$ cat config.mk
export PLATFORM = sky130hd
export DESIGN_NAME = cms_trace_packetizer
export DESIGN_NICKNAME = d
export VERILOG_FILES = /design/src/rtl/cms_trace_packetizer.sv
export SDC_FILE = /design/constraint.sdc
export NUM_CORES = 2
export LEC_CHECK = 0
export ABC_AREA = 0
export CORE_AREA = 3 3 526 528
export DETAILED_ROUTE_END_ITERATION = 10
export DIE_AREA = 0 0 529 531
export PLACE_DENSITY_LB_ADDON = 0.05
export SLEW_MARGIN = 10
export SYNTH_ARGS = -nofsm -noshare
export SYNTH_HDL_FRONTEND = slang
export SYNTH_SLANG_ARGS = --single-unit
$ cat constraint.sdc
create_clock -name clk -period 15.9 [get_ports clk]
set_input_delay 3.18 -clock clk [delete_from_list [all_inputs] [get_ports clk]]
set_output_delay 3.18 -clock clk [all_outputs]
set_load 0.01 [all_outputs]
$ cat src/rtl/cms_trace_packetizer.sv
// Trace packetizer: captures each retired instr/pc with per-event counts into a wide AXI-Stream packet.
// Optional feature macro CMS_PKT_HALT_CYCLES_EN: a halted-cycle count is carried in the packet's top 32 bits.
module cms_trace_packetizer #(
    parameter int XLEN            = 64,
    parameter int NUM_EVENTS      = 39,
    parameter int CNT_WIDTH       = 7,
    parameter int AXI_DATA_WIDTH  = 1024,
    parameter int CTRL_ADDR_WIDTH = 8,
    parameter int CTRL_DATA_WIDTH = 64,
    parameter int TLAST_DEFAULT   = 1024
) (
    input  logic                       clk,
    input  logic                       rst,
    input  logic                       en,
    input  logic                       instr_valid,
    input  logic [31:0]                instr,
    input  logic [XLEN-1:0]            pc,
    input  logic [NUM_EVENTS-1:0]      performance_events,
    input  logic [CTRL_ADDR_WIDTH-1:0] ctrl_addr,
    input  logic [CTRL_DATA_WIDTH-1:0] ctrl_wdata,
    input  logic                       ctrl_write_enable,
    output logic                       M_AXIS_tvalid,
    input  logic                       M_AXIS_tready,
    output logic [AXI_DATA_WIDTH-1:0]  M_AXIS_tdata,
    output logic                       M_AXIS_tlast,
    output logic                       halt_cpu,
    output logic [63:0]                item_counter,
    output logic [31:0]                drop_counter
);
    localparam int EV_BASE = 32 + XLEN;
    localparam int EV_BITS = NUM_EVENTS * CNT_WIDTH;

    generate
        if (32 + XLEN + EV_BITS + 32 > AXI_DATA_WIDTH) begin : g_width_check
            $error("cms_trace_packetizer: packet fields do not fit in AXI_DATA_WIDTH");
        end
    endgenerate

    // Control: a write acts only on the rising edge of the strobe.
    logic        ctrl_we_prev_reg;
    logic        ctrl_fire;
    logic        wr_interval;
    logic        wr_sat;
    logic        wr_force;
    logic [31:0] tlast_interval_reg;
    logic [31:0] interval_eff;
    logic        sat_mode_reg;
    logic        sat_eff;
    logic        force_tlast_reg;
    logic        force_eff;
    logic [31:0] window_reg;
    logic [31:0] window_base;
    logic [31:0] window_inc;
    logic        pkt_last;

    assign ctrl_fire   = ctrl_write_enable && !ctrl_we_prev_reg;
    assign wr_interval = ctrl_fire && (ctrl_addr == CTRL_ADDR_WIDTH'(1));
    assign wr_sat      = ctrl_fire && (ctrl_addr == CTRL_ADDR_WIDTH'(2));
    assign wr_force    = ctrl_fire && (ctrl_addr == CTRL_ADDR_WIDTH'(3));

    // Effective settings let a write in the same cycle as a capture govern that capture.
    assign interval_eff = wr_interval ? ctrl_wdata[31:0] : tlast_interval_reg;
    assign sat_eff      = wr_sat ? ctrl_wdata[0] : sat_mode_reg;
    assign force_eff    = wr_force || force_tlast_reg;
    assign window_base  = (wr_interval || wr_force) ? 32'd0 : window_reg;
    assign window_inc   = window_base + 32'd1;
    assign pkt_last     = force_eff || ((interval_eff != 32'd0) && (window_inc == interval_eff));

    logic unused_wdata_hi;
    assign unused_wdata_hi = ^ctrl_wdata[CTRL_DATA_WIDTH-1:32];

    // FIFO occupancy and handshake
    logic [1:0] count_reg;
    logic [1:0] count_next;
    logic       capture;
    logic       pop;
    logic       accept;
    logic       wr_slot;

    assign capture    = en && instr_valid;
    assign pop        = (count_reg != 2'd0) && M_AXIS_tready;
    assign accept     = capture && ((count_reg != 2'd2) || pop);
    assign count_next = count_reg + {1'b0, accept} - {1'b0, pop};
    assign wr_slot    = (count_reg == 2'd2) || ((count_reg == 2'd1) && !pop);
    assign halt_cpu   = (count_reg == 2'd2);

    // Per-event counters; the packet field is the count including this cycle's pulse.
    logic [NUM_EVENTS-1:0][CNT_WIDTH-1:0] ev_field;

    genvar gi;
    generate
        for (gi = 0; gi < NUM_EVENTS; gi++) begin : g_ev
            logic [CNT_WIDTH-1:0] cnt_reg;
            logic                 hit;

            assign hit = en && performance_events[gi];
            assign ev_field[gi] = !hit ? cnt_reg :
                                  (sat_eff && (&cnt_reg)) ? cnt_reg :
                                  cnt_reg + CNT_WIDTH'(1);

            // A dropped capture leaves the count accumulating.
            always_ff @(posedge clk) begin
                if (rst) begin
                    cnt_reg <= '0;
                end else if (accept) begin
                    cnt_reg <= '0;
                end else if (hit) begin
                    cnt_reg <= ev_field[gi];
                end
            end
        end
    endgenerate

    logic [31:0] halt_field;

`ifdef CMS_PKT_HALT_CYCLES_EN
    logic [31:0] halt_cnt_reg;

    always_ff @(posedge clk) begin
        if (rst) begin
            halt_cnt_reg <= '0;
        end else if (accept) begin
            halt_cnt_reg <= '0;
        end else if (halt_cpu && (halt_cnt_reg != '1)) begin
            halt_cnt_reg <= halt_cnt_reg + 32'd1;
        end
    end

    assign halt_field = halt_cnt_reg;
`else
    assign halt_field = 32'd0;
`endif

    logic [AXI_DATA_WIDTH-1:0] pkt_next;

    always_comb begin
        pkt_next = '0;
        pkt_next[31:0] = instr;
        pkt_next[32 +: XLEN] = pc;
        pkt_next[EV_BASE +: EV_BITS] = ev_field;
        pkt_next[AXI_DATA_WIDTH-32 +: 32] = halt_field;
    end

    // Two-slot FIFO; slot 0 is the head presented on the stream.
    logic [AXI_DATA_WIDTH-1:0] fifo_data_reg [2];
    logic [1:0]                fifo_last_reg;

    always_ff @(posedge clk) begin
        if (rst) begin
            count_reg        <= 2'd0;
            fifo_data_reg[0] <= '0;
            fifo_data_reg[1] <= '0;
            fifo_last_reg    <= 2'b00;
        end else begin
            count_reg <= count_next;
            if (pop) begin
                fifo_data_reg[0] <= fifo_data_reg[1];
                fifo_last_reg[0] <= fifo_last_reg[1];
            end
            if (accept) begin
                fifo_data_reg[wr_slot] <= pkt_next;
                fifo_last_reg[wr_slot] <= pkt_last;
            end
        end
    end

    assign M_AXIS_tvalid = (count_reg != 2'd0);
    assign M_AXIS_tdata  = fifo_data_reg[0];
    assign M_AXIS_tlast  = fifo_last_reg[0];

    logic [63:0] item_count_reg;
    logic [31:0] drop_count_reg;

    // Any tlast packet, interval or forced, ends the DMA block and restarts the window.
    always_ff @(posedge clk) begin
        if (rst) begin
            ctrl_we_prev_reg   <= 1'b0;
            tlast_interval_reg <= 32'(TLAST_DEFAULT);
            sat_mode_reg       <= 1'b0;
            force_tlast_reg    <= 1'b0;
            window_reg         <= 32'd0;
            item_count_reg     <= 64'd0;
            drop_count_reg     <= 32'd0;
        end else begin
            ctrl_we_prev_reg   <= ctrl_write_enable;
            tlast_interval_reg <= interval_eff;
            sat_mode_reg       <= sat_eff;
            force_tlast_reg    <= force_eff && !accept;
            window_reg         <= accept ? (pkt_last ? 32'd0 : window_inc) : window_base;
            if (accept) begin
                item_count_reg <= item_count_reg + 64'd1;
            end
            if (capture && !accept && (drop_count_reg != '1)) begin
                drop_count_reg <= drop_count_reg + 32'd1;
            end
        end
    end

    assign item_counter = item_count_reg;
    assign drop_counter = drop_count_reg;

endmodule
Word-level counts from Yosys, hierarchy flattened
Memory sizes are Yosys's and may differ from the RTL's. Cells that the tools add are included.

Bits of input ports: 213. Memories: 1. Register bits: 440. Output and inout port bits: 1123. Memory bits (writable): 2048.

Memory list: fifo_data_reg (depth 2, width 1024, rd ports 2, clocked after memory_dff 0, wr ports 2, line 145) `logic [AXI_DATA_WIDTH-1:0] fifo_data_reg [2];`.

Bitwise operators: 1. Add/subtract/negate cells: 44. Reductions and logical operators: 142. Mux-type cells: 101. Magnitude comparators: 2. Equality and inequality tests: 8.

Operators by type and width (number): $mux 1024 (2); $reduce_or 1024->1 (1); $mux 7 (78); $add 7x1->7 const B (39); $reduce_and 7->1 (39); $mux 32 (4); $logic_and 1x1->1 (91); $add 32x1->32 const B (2); $add 64x1->64 const B (1); $eq 32x32->1 (1); $ne 32x32->1 const B (1); $reduce_bool 32->1 (1); $eq 8x2->1 const B (2); $mux 1 (15); $eq 8x1->1 const B (1); $logic_or 1x1->1 (5); $logic_not 1->1 (3); $add 2x1->2 (1); $bwmux 2 (1); $eq 2x1->1 const B (1); $eq 2x2->1 const B (1); $lt 1x2->1 const B (1); $ne 2x2->1 const B (1); $reduce_bool 2->1 (1); other kinds (5) (5).

Longest topological paths before layout
Word-level depth: 11. Depth in mapped cells: 15. Mapped depth without buffers: 10.

Worst setup path after synthesis
No wires, ideal clock.

Path kind: input port to flip-flop. From: input port en. To: memory fifo_data_reg[0][0] (enable). Path buffers: 1. Stages on the path: 6. Path slack: 3.031 ns. Setup time: 0.755 ns. Arrival time: 12.114 ns. Cell sequence: clkbuf_1 -> nand2_1 -> nor2_1 -> inv_1 -> nor2_1 -> or3_1.

RTL lines: start, declared (line 14) `input logic en,`; end, declared (line 145).

Worst setup path in the final report
From: input port ctrl_addr[5]. To: register window_reg[22].

Longest elaborated chain between the ends: 10.

RTL lines: start, declared (line 19) `input logic [CTRL_ADDR_WIDTH-1:0] ctrl_addr,`; $eq 8x1->1 or $eq 8x2->1 (tied branches) (line 57, 59); $logic_and 1x1->1, on equally long branches (line 57, 59); $logic_or 1x1->1 (line 65) `assign window_base = (wr_interval || wr_force) ? 32'd0 : window_reg;`; $mux 32 (line 65); $add 32x1->32 (line 66) `assign window_inc = window_base + 32'd1;`; $eq 32x32->1 (line 67) `assign pkt_last = force_eff || ((interval_eff != 32'd0) && (window_inc == interval_eff));`; $logic_and 1x1->1 (line 67); $logic_or 1x1->1 (line 67); $mux 32 (line 189) `window_reg <= accept ? (pkt_last ? 32'd0 : window_inc) : window_base;`; $mux 32 * (line 189); end signal, assigned (line 189); end, declared (line 51) `logic [31:0] window_reg;`.

Every way passes the cells marked *; elsewhere a longest branch is shown, timed or not. A chain may end at the register's enable or synchronous reset.

==> results_dict.tcl <==
set metrics [dict create \
    post_cts_buffers 0 \
    rsz0062_at_grt "no" \
    rr_worst_depth 11 \
    avgSynthCellArea_sq_um 10.5 \
    clkTransAtPathRegs_ns 0.05 \
    cts.sinks 1178 \
    initial_utilization_pct 19.4 \
    leakagePower_nw 23.4 \
    grt_pass1_wl_microns 275000 \
    tritoncts "done" \
    yosysWarnings 0 \
    netlist_instances 5034 \
    synth-seq-cells 1178 \
    cts_buffer_depth 3 \
    rows 192 \
    finalMaxSlewViolations 0 \
    cts_root_buffer "clkbuf_16" \
    period_needed_ns 7.28 \
    initialDrtViolationCount 1778 \
    ys_seq_area_share_pct 58.5 \
    yosysTopAreaCellShare_pct 41.9 \
    synth_area_leaders "edfxtp_1, dfxtp_1, buf_4, nor2_1, nand2_1" \
    vias 36200 \
    worst_slack_ns 8.62 \
    slew_headroom_pct 27.9 \
    hp-class "reg2reg" \
    fin_skew_ns 0.0582 \
    synthesis.area_sq_mm 0.0529 \
    wire_per_inst_microns 21.0 \
    finalHoldViolCount 0 \
    synth.distinct_cells 67 \
    synth.most_common_cell "nor2_1" \
    cts_buffers 157 \
    p_total_mw 8.78 \
    drv_cap 0 \
    synth_top_cell_by_area "edfxtp_1" \
    wl_microns 197000 \
    antenna_found_initial 22 \
    grt_usage_pct 13.5 \
    place_ws_ns 7.53 \
    synthFlopType "edfxtp_1" \
    fmax_mhz 137 \
    core_area_sq_mm 0.273 \
    yosys-top-cells-count "nor2_1, edfxtp_1, buf_4" \
    io_buffers 648 \
    cts_hold_buffers 0 \
    dr.pass1.iters 5 \
    overflow 0 \
    power_per_cell_area_mw_per_mm2 133 \
    fp.dieArea_sq_mm 0.281 \
    cp_max_fo 21 \
    synth_edf_count 738 \
    drtAntennaViolNets 0 \
    arrival_ns 7.98 \
    htreeDepth 4 \
    die_height_microns 531 \
    grt_pass1_vias 35500 \
    cp.required_ns 16.59 \
    cts.repair.resized 0 \
    peakVddDrop_mv 0.100 \
    post-route-period-util_pct 45.8 \
    dp.final_hpwl_microns 133000 \
    min_path_cells 2 \
    clkLatencyLatePin_ns 0.81 \
    routabilityCongestion 0.725 \
    cp-end-kind "register" \
    area_growth_pct 24.9 \
    finish.net_count 5905 \
    ys_async_sr_fraction_pct 0 \
    viasPerCell 3.86 \
    outcome "finished, final reports clean" \
    fill_cells 29100 \
    final.setup.tns_ns 0 \
    finalSetupViolCount 0 \
    largest_reg_flops 738 \
    die_w_microns 529 \
    drc 0 \
    grt_max_degree 139 \
    ios 1336 \
    drive_above_1_share_pct 5.21 \
    tightest_slew_ns 1.07 \
    crit_type "in2reg" \
    critPathLaunchType "input port" \
]
report_power, final:
group | internal [mW] | switching (mW)
registers | 3.67 | 0.143
clock network | 2.03 | 1.50
logic | 0.510 | 0.936
total | 6.20 | 2.58
logic make-up after synthesis:
logic type / share of synthesized area (%)
buf+inv: 11.2
other cells: 0.00709
simple gates: 16.0
mux: 1.08
fa+ha+maj: 1.02
flops: 58.5
xor+xnor: 5.30
compound gates: 6.83
final timing paths:
kind                   startpoint               to  slack, ns
setup reg to reg    window_reg[0]   window_reg[22]      11.01
hold reg to reg   force_tlast_reg  force_tlast_reg       0.46
setup / recovery     ctrl_addr[5]   window_reg[22]       8.62
hold / removal    force_tlast_reg  force_tlast_reg       0.46
critical path: stages:
cell and delay (ns):
clkdlybuf4s50_1 0.44, or4_1 0.75, nor4_4 0.74, mux2i_1 0.61, xnor2_1 0.15, a22oi_1 0.36, a2111oi_0 0.12, and4_1 0.19
a21boi_2 0.69, buf_4 0.42, nand3_1 0.12, a31oi_1 0.17
layer usage:
metal | wire (microns) | track usage [%] | share of wire [%] | vias up
met1 | 83700 | 16.6 | 43 | 17500
met4 | 7120 | 5.15 | 3.6 | 10
met5 | 72 | 0 | 0.037 | -
met3 | 9920 | 2.88 | 5.0 | 259
li1 | - | - | - | 17400
met2 | 96000 | 23.0 | 49 | 983
cell type report:
class	instances	area, sq um	share of cell area, %
repair buffers	697	6890	10.4
well taps	3589	4490	6.80
diodes	7	17.5	0.0265
inverters	23	86.3	0.131
multi-input cells	3592	18500	28.0
clock buffers	228	4450	6.73
flip-flops and latches	1178	31000	46.9
clock inverters	60	658	0.996
placed cells by master, fill, tap and decap left out, types with 126 or more instances in the layout:
master	instances
dfxtp_1	440
xnor2_1	129
nor2_1	763
xor2_1	191
conb_1	655
nand3_1	137
clkbuf_16	157
clkdlybuf4s50_1	646
o21ai_0	338
edfxtp_1	738
nand2_1	574
and3_1	126
through the flow:
step	utilization (%)	cells	instance area (sq um)	hold WS (ns)
global placement	22.3	9079	61000	0.434
floorplan	-	5688	55400	0.423
detailed placement	22.3	9079	61000	0.443
finish	24.2	9374	66100	0.456
CTS	24.2	9367	66100	0.457
global route	24.2	9372	66100	0.511
No activity file was read; power rests on OpenSTA's default activity.
